### src/rtl/sar_search_ctrl_if.sv
// Probe/verdict and start/done signalling between the SAR search controller,
// its magnitude comparator and the surrounding control logic.
interface sar_search_ctrl_if #(
  parameter int unsigned WIDTH = 4
);
  localparam int unsigned STEP_W = $clog2(WIDTH + 2);

  logic              start;
  logic              less;
  logic              equal;
  logic              greater;
  logic [WIDTH-1:0]  probe;
  logic              busy;
  logic              done;
  logic              found;
  logic              error;
  logic [WIDTH-1:0]  result;
  logic [STEP_W-1:0] steps;

  // master: the search controller (initiator toward the comparator)
  modport master (
    input  start, less, equal, greater,
    output probe, busy, done, found, error, result, steps
  );

  modport slave (
    output start, less, equal, greater,
    input  probe, busy, done, found, error, result, steps
  );
endinterface

### src/rtl/sar_search_ctrl.sv
// Successive-approximation controller: binary-searches the comparator's A
// operand by driving B (probe) and narrowing [lo, hi] from its verdicts.
module sar_search_ctrl #(
  parameter int unsigned WIDTH = 4
) (
  input logic               clk,
  input logic               rst,
  sar_search_ctrl_if.master bus
);
  localparam int unsigned STEP_W = $clog2(WIDTH + 2);
  localparam int unsigned LW     = WIDTH + 1;
  localparam int unsigned EW     = WIDTH + 2;
  localparam logic [LW-1:0] HI_INIT = LW'((1 << WIDTH) - 1);

  typedef enum logic [1:0] {IDLE, SEARCH, DONE} state_t;

  state_t            state;
  logic [LW-1:0]     lo;
  logic [LW-1:0]     hi;
  logic [LW-1:0]     sum_c;
  logic [WIDTH-1:0]  probe_c;
  logic [EW-1:0]     lo_up_c;
  logic [EW-1:0]     hi_dn_c;
  logic              over_c;
  logic              under_c;
  logic [2:0]        verdict_c;

  logic              busy_q;
  logic              done_q;
  logic              found_q;
  logic              error_q;
  logic [WIDTH-1:0]  result_q;
  logic [STEP_W-1:0] steps_q;

  assign sum_c   = lo + hi;
  assign probe_c = WIDTH'(sum_c >> 1);

  // Candidate bounds in one extra bit so probe-1 at zero reads as -1
  assign lo_up_c   = EW'(probe_c) + EW'(1);
  assign hi_dn_c   = EW'(probe_c) - EW'(1);
  assign over_c    = $signed(lo_up_c) > $signed(EW'(hi));
  assign under_c   = $signed(EW'(lo)) > $signed(hi_dn_c);
  assign verdict_c = {bus.less, bus.equal, bus.greater};

  always_ff @(posedge clk or posedge rst) begin
    if (rst) begin
      state    <= IDLE;
      lo       <= '0;
      hi       <= HI_INIT;
      busy_q   <= 1'b0;
      done_q   <= 1'b0;
      found_q  <= 1'b0;
      error_q  <= 1'b0;
      result_q <= '0;
      steps_q  <= '0;
    end else begin
      case (state)
        IDLE: begin
          done_q <= 1'b0;
          if (bus.start) begin
            lo       <= '0;
            hi       <= HI_INIT;
            found_q  <= 1'b0;
            error_q  <= 1'b0;
            result_q <= '0;
            steps_q  <= '0;
            busy_q   <= 1'b1;
            state    <= SEARCH;
          end
        end
        SEARCH: begin
          steps_q <= steps_q + STEP_W'(1);
          case (verdict_c)
            3'b010: begin
              result_q <= probe_c;
              found_q  <= 1'b1;
              busy_q   <= 1'b0;
              done_q   <= 1'b1;
              state    <= DONE;
            end
            3'b001: begin
              lo <= LW'(lo_up_c);
              if (over_c) begin
                error_q <= 1'b1;
                busy_q  <= 1'b0;
                done_q  <= 1'b1;
                state   <= DONE;
              end
            end
            3'b100: begin
              hi <= LW'(hi_dn_c);
              if (under_c) begin
                error_q <= 1'b1;
                busy_q  <= 1'b0;
                done_q  <= 1'b1;
                state   <= DONE;
              end
            end
            default: begin
              // No verdict or conflicting verdicts: bounds left untouched
              error_q <= 1'b1;
              busy_q  <= 1'b0;
              done_q  <= 1'b1;
              state   <= DONE;
            end
          endcase
        end
        DONE: begin
          done_q <= 1'b0;
          state  <= IDLE;
        end
        default: begin
          busy_q <= 1'b0;
          done_q <= 1'b0;
          state  <= IDLE;
        end
      endcase
    end
  end

  assign bus.probe  = probe_c;
  assign bus.busy   = busy_q;
  assign bus.done   = done_q;
  assign bus.found  = found_q;
  assign bus.error  = error_q;
  assign bus.result = result_q;
  assign bus.steps  = steps_q;
endmodule
### src/flat_wrapper.sv
// flat-port wrapper written by rule: the top's interface ports become plain ports
module sar_search_ctrl_flat 
#(
  parameter int unsigned WIDTH = 4
)
  (clk, rst, bus_start, bus_less, bus_equal, bus_greater, bus_probe, bus_busy, bus_done, bus_found, bus_error, bus_result, bus_steps);
  sar_search_ctrl_if #(.WIDTH(WIDTH)) bus_i ();
  input logic clk;
  input logic rst;
  input wire logic [$bits(bus_i.start)-1:0] bus_start;
  input wire logic [$bits(bus_i.less)-1:0] bus_less;
  input wire logic [$bits(bus_i.equal)-1:0] bus_equal;
  input wire logic [$bits(bus_i.greater)-1:0] bus_greater;
  output wire logic [$bits(bus_i.probe)-1:0] bus_probe;
  output wire logic [$bits(bus_i.busy)-1:0] bus_busy;
  output wire logic [$bits(bus_i.done)-1:0] bus_done;
  output wire logic [$bits(bus_i.found)-1:0] bus_found;
  output wire logic [$bits(bus_i.error)-1:0] bus_error;
  output wire logic [$bits(bus_i.result)-1:0] bus_result;
  output wire logic [$bits(bus_i.steps)-1:0] bus_steps;
  assign bus_i.start = bus_start;
  assign bus_i.less = bus_less;
  assign bus_i.equal = bus_equal;
  assign bus_i.greater = bus_greater;
  assign bus_probe = bus_i.probe;
  assign bus_busy = bus_i.busy;
  assign bus_done = bus_i.done;
  assign bus_found = bus_i.found;
  assign bus_error = bus_i.error;
  assign bus_result = bus_i.result;
  assign bus_steps = bus_i.steps;
  sar_search_ctrl #(.WIDTH(WIDTH)) u_core (.clk(clk), .rst(rst), .bus(bus_i));
endmodule
### config.mk
export PLATFORM = sky130hd
export DESIGN_NAME = sar_search_ctrl_flat
export DESIGN_NICKNAME = d
export VERILOG_FILES = /design/src/rtl/sar_search_ctrl_if.sv /design/src/rtl/sar_search_ctrl.sv /design/src/flat_wrapper.sv
export SDC_FILE = /design/constraint.sdc
export NUM_CORES = 1
export LEC_CHECK = 0
export ABC_AREA = 1
export CORE_ASPECT_RATIO = 1.4
export CORE_MARGIN = 4
export CORE_UTILIZATION = 40
export DETAILED_ROUTE_END_ITERATION = 6
export GPL_TIMING_DRIVEN = 0
export PLACE_DENSITY = 0.65
export SLEW_MARGIN = 10
export SYNTH_ARGS = -nofsm -noshare
export SYNTH_HDL_FRONTEND = slang
export SYNTH_SLANG_ARGS = --single-unit
### constraint.sdc
create_clock -name clk -period 3.3 [get_ports clk]
set_clock_uncertainty 0.15 [all_clocks]
set_input_delay 0.66 -clock clk [delete_from_list [all_inputs] [get_ports clk]]
set_output_delay 0.66 -clock clk [all_outputs]
set_load 0.005 [all_outputs]
# ---- Yosys cells after proc, flatten, opt, wreduce, memory -nomap -nowiden
# Index checks and enable logic that the tools add are counted.
dict set report word_totals {
  word_cells 68
  in_bits 6
  ff_bits 23
  out_inout_bits 15
}
dict set report op_classes {
  eq_ne 12
  n_mux 30
  n_lt_le_gt_ge 2
  bitwise_logic 1
  addsub 4
  n_reduce_logical 10
}
# op count
set ops {}
lappend ops {{5-bit two-way mux} 4}
lappend ops {{5-bit case mux with 2 select lines} 2}
lappend ops {{6-bit greater-than comparator} 2}
lappend ops {{3-bit AND reduction} 4}
lappend ops {{1-bit two-way mux} 8}
lappend ops {{4-bit two-way mux} 2}
lappend ops {{2-bit != test (second input constant)} 4}
lappend ops {{1-bit case mux with 2 select lines} 4}
lappend ops {{2-bit case mux with 2 select lines} 2}
lappend ops {{4-bit case mux with 2 select lines} 1}
lappend ops {{2-bit two-way mux} 3}
lappend ops {{3-bit by 2-bit != test with 1-bit output (second input constant)} 2}
lappend ops {{1-bit case mux with 3 select lines} 2}
lappend ops {{3-bit case mux with 2 select lines} 1}
lappend ops {{4-bit by 1-bit adder with 5-bit output (second input constant)} 1}
lappend ops {{5-bit adder} 1}
lappend ops {{5-bit AND reduction} 1}
lappend ops {{4-bit by 1-bit subtractor with 5-bit output (second input constant)} 1}
lappend ops {{2-bit AND reduction} 2}
lappend ops {{4-bit AND reduction} 1}
lappend ops {{3-bit by 1-bit adder with 3-bit output (second input constant)} 1}
lappend ops {{3-bit by 1-bit equality test with 1-bit output (second input constant)} 1}
lappend ops {{3-bit by 2-bit equality test with 1-bit output (second input constant)} 1}
lappend ops {{3-bit equality test (second input constant)} 1}
lappend ops {{7 further kinds} 7}

# ---- Depth between registers and ports, before layout
dict set report depth {
  ltp_word 6
  depth_mapped 21
  depth_no_buf 21
}

# ---- Worst setup path before layout
# No wires, ideal clock.
dict set report synth_timing {
  path_type {register to register}
  from {register u_core.hi[1]}
  to {register u_core.error_q, in the netlist u_core.bus.error}
  arrival_time_ps 2743
  required_time_ps 3027
  slack_ps 283
  setup_time_ps 123
  stages_incl_launch_ff 18
  period_less_slack_ps 3017
  path_cell_list {dfstp_2 -> inv_1 -> fa_1 -> xor2_2 -> inv_2 -> ha_1 -> or2_1 -> nand2_2 -> inv_1 -> ha_1 -> nand3_1 -> inv_1 -> a21oi_1 -> nand2_1 -> nand2_1 -> nand2_1 -> nand2_2 -> o21ai_2}
}
dict set report synth_via {
  elab_chain_cells 5
}
# element line
set synth_lines {}
lappend synth_lines {{start, declared} sar_search_ctrl.sv:19} ;# logic [LW-1:0] hi;
lappend synth_lines {{start signal, assigned} sar_search_ctrl.sv:91} ;# hi <= LW'(hi_dn_c);
lappend synth_lines {{5-bit adder *} sar_search_ctrl.sv:35} ;# assign sum_c = lo + hi;
lappend synth_lines {{named net bus_probe[1]} flat_wrapper.sv:14} ;# output wire logic [$bits(bus_i.probe)-1:0] bus_probe;
lappend synth_lines {{4-bit by 1-bit subtractor with 5-bit output or 4-bit by 1-bit adder with 5-bit output (tied branches)} {sar_search_ctrl.sv:40, sar_search_ctrl.sv:39}}
lappend synth_lines {{6-bit greater-than comparator, on equally long branches} {sar_search_ctrl.sv:42, sar_search_ctrl.sv:41}}
lappend synth_lines {{3-bit by 2-bit != test with 1-bit output (no source line)} --}
lappend synth_lines {{5-bit AND reduction (no source line) *} --}
lappend synth_lines {{end signal, assigned} sar_search_ctrl.sv:53} ;# error_q <= 1'b0;
lappend synth_lines {{end signal, assigned} sar_search_ctrl.sv:64} ;# error_q <= 1'b0;
lappend synth_lines {{end signal, assigned} sar_search_ctrl.sv:84} ;# error_q <= 1'b1;
lappend synth_lines {{end, declared} sar_search_ctrl.sv:31} ;# logic error_q;
# The timed path passes the listed nets; every way through them passes the cells marked *.
# A chain may end at the register's enable or synchronous reset.

# ---- Final worst setup path
dict set report layout_timing {
  from {register u_core.hi[0]}
  to {register u_core.error_q, in the netlist u_core.bus.error}
}
dict set report layout_via {
  elab_chain_cells 5
}
# element line
set layout_lines {}
lappend layout_lines {{5-bit adder} sar_search_ctrl.sv:35}
lappend layout_lines {{4-bit by 1-bit subtractor with 5-bit output or 4-bit by 1-bit adder with 5-bit output (tied branches)} {sar_search_ctrl.sv:40, sar_search_ctrl.sv:39}}
lappend layout_lines {{6-bit greater-than comparator, on equally long branches} {sar_search_ctrl.sv:42, sar_search_ctrl.sv:41}}
lappend layout_lines {{3-bit by 2-bit != test with 1-bit output (no source line)} --}
lappend layout_lines {{5-bit AND reduction (no source line) *} --}
# Mark *: on every way between the ends. The rest lies on a longest branch, timed or not.

==> results.py <==
metrics = {
    "synth": {
        "synthDistinctLibCells": 33,
        "synth_top_area_share_pct": 30.8,
        "ys_seq_area_share_pct": 37.6,
        "synth_edf_count": 0,
        "ys.flop_type": "dfrtp_1",
        "syn_nets": 218,
        "synth_common_cells": "41 x nand2_1, 33 x inv_1, 20 x nand3_1, 19 x dfrtp_1, 16 x ha_1",
        "synthCells": 195,
        "synth_area_leaders": "dfrtp_1 31%, ha_1 13%, nand2_1 10%",
        "ys.warnings.count": 0,
        "ys_async_sr_fraction_pct": 100,
        "yosysMostFrequentCell": "nand2_1",
        "synthesis.area_um2": 1540,
        "syn_area_per_cell_um2": 7.92,
        "synth_top_area_cell": "dfrtp_1",
        "ys_ff_latch": 23,
    },
    "clock_tree": {
        "cts.sinks": 23,
        "cts-htree-levels": 1,
        "path_clk_slew_ns": 0.09,
        "cts_max_path_buffers": 2,
        "cts_root_buf": "clkbuf_8",
        "numCtsBuffers": 3,
        "clock_latency_ns": 0.27,
        "cts_hold_buf": 0,
        "cts_tree": "yes",
    },
    "worst_setup_path": {
        "reg2reg_from": "u_core.hi[0]$_DFFE_PP1P_",
        "r2r_end": "u_core.bus.error$_DFFE_PP0P_",
        "start_kind": "register",
        "crit_required_ns": 3.31,
        "endpoint_kind": "register",
        "worstPathArrival_ns": 3.18,
        "r2r_setup_slack_ns": 0.14,
        "reg2reg_depth": 16,
        "critPathMaxFanout": 4,
        "worstSetupPathType": "reg2reg",
    },
    "grt": {
        "first_global_vias": 1314,
        "antenna_found_initial": 0,
        "grt_overflow": 0,
        "grt_pass1_wl_um": 5860,
        "grt_usage_pct": 15.9,
        "grt_max_degree": 24,
    },
    "floorplan": {
        "io_pins": 21,
        "num_rows": 26,
        "initial_core_util_pct": 42.0,
        "die_h_um": 81.5,
        "die_x_um": 60.5,
        "die-area_um2": 4930,
        "core_um2": 3680,
    },
    "route": {
        "routed.top_layer": "met4",
        "routed-wl-met2_um": 1890,
        "drt_wl_total_um": 3560,
        "via_per_inst": 4.98,
        "routedLengthMet1_um": 1540,
        "wl_met3_um": 80,
        "wire_per_inst_um": 13.3,
        "drc": 0,
        "drtPass1Iterations": 5,
        "drtIter0Drc": 60,
        "ant_nets": 0,
        "via_count": 1329,
    },
    "worst_hold_path": {
        "hp-class": "reg2reg",
        "holdPathEnd": "u_core.bus.error$_DFFE_PP0P_",
        "whs_path_depth": 2,
        "min_from": "u_core.bus.error$_DFFE_PP0P_",
    },
    "timing": {
        "timing.slew.headroom_pct": 40.4,
        "setup_viol": 0,
        "finalMaxSlewViolations": 0,
        "fin_tns_setup_ns": 0,
        "fmax_ghz": 0.316,
        "period_share_pct": 95.9,
        "hold_viol": 0,
        "period_needed_ns": 3.16,
        "worst_slew_pin_slew_ns": 0.894,
        "holdWs_ns": 0.335,
    },
    "power_and_ir_drop": {
        "vdd_drop_max_mv": 1.04,
        "p_per_area_nw_per_um2": 1230,
        "leakagePower_nw": 1.03,
    },
    "flow_run": {
        "max-cap-violations": 0,
    },
    "run_status": {
        "status": "complete, no violations",
    },
    "layout": {
        "n_antenna_cell": 0,
        "final_cells": 267,
        "drive_gt1_share_pct": 17.8,
        "nFillCells": 354,
        "area_delta_synth_final_pct": 23.7,
        "final_cell_area_um2": 1910,
        "layout.nets": 249,
    },
    "placement": {
        "placed_cells": 257,
        "portBuffers": 20,
        "finalWeightedCongestion": 0.779,
        "hpwl_um": 2680,
        "dpl_cell_area_um2": 1800,
    },
}
power by group:
part	leakage, nW	switching (W)	total [W]	internal, W
Sequential	0.294	0.0000682	0.000459	0.000391
Combinational	0.711	0.000960	0.00170	0.000742
Clock	0.0255	0.0000959	0.000180	0.0000845
Total	1.03	0.00112	0.00234	0.00122
layout by cell type, fill, tap and decap left out, types with 2 or more instances in the layout:
master and count:
or2_1 2, o21ai_1 4, dfstp_2 4, o22ai_1 2, nand2_1 39, a21oi_2 2, a21oi_1 5, nand2_2 9
nor2_1 8, o21ai_2 2, o21ai_0 8, inv_1 31, buf_4 6, ha_1 16, nand3_1 20, inv_2 6
clkbuf_8 3, dfrtp_1 19, clkdlybuf4s50_1 20, nand4_1 2
repair_timing:
item / CTS / global route
setup buffers: 0 / 6
pin swaps: 0 / 1
resized for setup: 2 / 5
endpoints found under the hold margin: 0 / 0
endpoints found under the setup margin: 4 / 5
logic make-up (layout without fill, tap and decap cells):
kind of cell,after synthesis,count (layout),synth area share (%)
xor+xnor,2,2,1.62
buf+inv,40,70,9.89
simple gates,87,87,26.9
fa+ha+maj,17,17,14.3
flops,23,23,37.6
compound gates,26,26,9.73
worst max-delay path by stage:
stage,startpoint,endpoint,slack [ns],depth (start not counted)
floorplan,u_core.hi[1]$_DFFE_PP1P_,u_core.bus.error$_DFFE_PP0P_,0.28,17
global placement,u_core.hi[1]$_DFFE_PP1P_,u_core.bus.error$_DFFE_PP0P_,-0.05,17
detailed placement,u_core.hi[1]$_DFFE_PP1P_,u_core.bus.busy$_DFFE_PP0P_,-0.06,18
CTS,u_core.hi[1]$_DFFE_PP1P_,u_core.bus.busy$_DFFE_PP0P_,0.05,17
global route,u_core.hi[0]$_DFFE_PP1P_,u_core.bus.busy$_DFFE_PP0P_,-0.008,18
finish,u_core.hi[0]$_DFFE_PP1P_,u_core.bus.error$_DFFE_PP0P_,0.14,16
final cells by class:
| type | count | area (um^2) | share of cell area [%] |
|---|---|---|---|
| buffer | 1 | 3.75 | 0.196 |
| clock buffer | 3 | 41.3 | 2.16 |
| multi-input combinational | 132 | 833 | 43.6 |
| inverter | 39 | 149 | 7.79 |
| sequential | 23 | 581 | 30.4 |
| clock inverter | 1 | 5.00 | 0.262 |
| tap | 42 | 52.6 | 2.75 |
| timing repair buffer | 26 | 245 | 12.8 |
flip-flops by register name, indices dropped and copies added, names as in the netlist:
register and flops:
u_core.state 2, u_core.bus.steps 3, u_core.lo 5, u_core.bus.busy 1
u_core.hi 5, u_core.bus.found 1, u_core.bus.done 1, u_core.bus.result 4
u_core.bus.error 1
critical path: stages (launching register included):
cell	delay [ns]
dfstp_2	0.54
nand2_2	0.07
fa_2	0.45
xor2_4	0.20
buf_4	0.16
ha_1	0.22
or2_1	0.24
and2_1	0.14
ha_1	0.26
nand2_1	0.08
inv_1	0.05
nand2_1	0.06
nand2_1	0.05
a21oi_2	0.14
nand2_2	0.09
nand2_2	0.10
o21ai_2	0.05
metal layers:
metal  GRT usage (%)  up-vias
met5               0        -
met4            5.86        0
met3            1.89        4
met2            29.0       29
met1            18.8      615
li1                -      681
metrics by stage:
stage	setup slack, ns	utilization, %	total power (W)
after CTS	0.0548	50.5	0.00225
after detailed placement	-0.0565	48.9	0.00203
after floorplan	0.283	-	0.00153
after global routing	-0.00828	52.0	0.00259
final	0.135	52.0	0.00234
after global placement	-0.0508	48.9	0.00201
(Power assumes the default switching activity.)
==> edit (same flow settings) <==
`WIDTH` is set to 4 in 3 places; all go to 5.
--- a/src/rtl/sar_search_ctrl_if.sv
+++ b/src/rtl/sar_search_ctrl_if.sv
@@ -1,7 +1,7 @@
 // Probe/verdict and start/done signalling between the SAR search controller,
 // its magnitude comparator and the surrounding control logic.
 interface sar_search_ctrl_if #(
-  parameter int unsigned WIDTH = 4
+  parameter int unsigned WIDTH = 5
 );
   localparam int unsigned STEP_W = $clog2(WIDTH + 2);
 
--- a/src/rtl/sar_search_ctrl.sv
+++ b/src/rtl/sar_search_ctrl.sv
@@ -1,7 +1,7 @@
 // Successive-approximation controller: binary-searches the comparator's A
 // operand by driving B (probe) and narrowing [lo, hi] from its verdicts.
 module sar_search_ctrl #(
-  parameter int unsigned WIDTH = 4
+  parameter int unsigned WIDTH = 5
 ) (
   input logic               clk,
   input logic               rst,
--- a/src/flat_wrapper.sv
+++ b/src/flat_wrapper.sv
@@ -1,7 +1,7 @@
 // flat-port wrapper written by rule: the top's interface ports become plain ports
 module sar_search_ctrl_flat 
 #(
-  parameter int unsigned WIDTH = 4
+  parameter int unsigned WIDTH = 5
 )
   (clk, rst, bus_start, bus_less, bus_equal, bus_greater, bus_probe, bus_busy, bus_done, bus_found, bus_error, bus_result, bus_steps);
   sar_search_ctrl_if #(.WIDTH(WIDTH)) bus_i ();
Ports: changed (resized bus_probe and bus_result); port bits go from 21 to 23. The function was not compared with the original's and may differ.
==> edit against the unedited design <==
Via count up 21%. Count of clock-buffer cells in the layout up 1. Final area up 28%. Area after synthesis up 15%. Synthesized cell count up 17%. Wire length up 30%. Sequential share of layout area down 3.5 points. Setup slack worse by 0.040 ns. Sequential cell count up 3. Core utilization up 5.3 points.
Power is left out: the tool's default activity adds up to more than one toggle a clock period on the data nets, which glitch-free logic cannot reach.
==> edit: results (changes against the unedited design) <==
Share of cells above drive strength 1: 0.284 (+0.106)
Max FO, Critical Path: 5 (+1)
Synthesized area per cell: 7.80 um^2 (-1.5%)
Metal-1 WL: 1990 um (+30%)
Layout Nets: 296 (+19%)
Met2 usage: 0.303 (+0.0126)
Worst slack at placement: -0.137 ns (-0.0801 ns)
Post-DP HPWL: 3340 um (+25%)
Endpoint, Worst Hold: u_core.bus.busy
Non-Filler Instances: 328 (+23%)
Unique masters post-synth: 29 (-12%)
Slack of the worst reg-to-reg path: 0.1 ns (-0.04 ns)
Reg2Reg Depth: 20 (+4)
Status: complete, no violations
Slew @ Worst Pin: 1.03 ns (+0.134 ns)
Vias per inst: 4.91 (-1.3%)
Syn nets: 255 (+17%)
Met3 wire len: 133 um (+66%)
Total GRT Usage: 0.169 (+0.0101)
Met2 routed WL: 2480 um (+31%)
Hold slack final: 0.342 ns (+0.00785 ns)
First-pass GRT wire length: 7450 um (+27%)
DP Area: 0.00207 mm^2 (+15%)
Global routing usage on met1: 0.215 (+0.0270)
HP Start: u_core.bus.busy
Initial DRC count: 39 (-35%)
Post-Place Cells: 310 (+21%)
Top cells by count, synth: nand2_1, inv_1, dfrtp_1
GR Util met3: 0.0233 (+0.00439)
CP arrival: 3.22 ns (+0.04 ns)
Vias in the first global route: 1,619 (+23%)
Drt first pass iters: 4 (-1)
Port buffer count: 22 (+10%)
==> edit: worst max-delay path by stage <==
| stage | startpoint | cells past startpoint | slack (ns) | to |
|---|---|---|---|---|
| 4_1_cts | u_core.hi[0] | 18 | 0.01 | u_core.bus.done |
| 5_1_grt | u_core.hi[0] | 20 | -0.07 | u_core.bus.error |
| 3_5_place_dp | u_core.hi[1] | 17 | -0.14 | u_core.bus.done |
| 6_report | u_core.hi[0] | 20 | 0.1 | u_core.bus.error |
| 2_1_floorplan | u_core.hi[1] | 17 | 0.24 | u_core.bus.busy |
| 3_3_place_gp | u_core.hi[1] | 20 | -0.08 | u_core.bus.busy |
==> edit: layout make-up <==
type / instances / area, um^2
multi-input combinational: 154 / 1140
timing repair buffer: 36 / 329
inverter: 48 / 188
sequential: 26 / 657
fill: 415 / 1830
tap: 60 / 75.1
clock buffer: 4 / 55.1
==> edit: cells by family after synthesis <==
| logic type | synth area share |
|---|---|
| adders and majority gates | 0.152 |
| DFF | 0.369 |
| AOI/OAI and AO/OA | 0.109 |
| and+or+nand+nor | 0.243 |
| buffers and inverters | 0.101 |
| xor gates and xnor gates | 0.0246 |
==> edit: critical path, stage by stage (launching register included) <==
cell and delay (ns):
dfstp_2 0.58, nand2_4 0.07, fa_2 0.41, inv_2 0.10
nand2_4 0.06, nand2_4 0.11, inv_4 0.05, ha_2 0.18
or2_4 0.25, nand2_2 0.07, inv_1 0.05, ha_1 0.27
nand2_1 0.06, inv_2 0.05, nand2_1 0.05, o221ai_1 0.15
nand2_1 0.10, nand2_2 0.14, nand3_1 0.09, nand2_1 0.06
nand2_1 0.05
==> edit: repair_timing <==
item,CTS,global route
setup endpoints to repair,5,6
pin swaps,2,19
gates resized for setup,4,50
buffers inserted,2,12
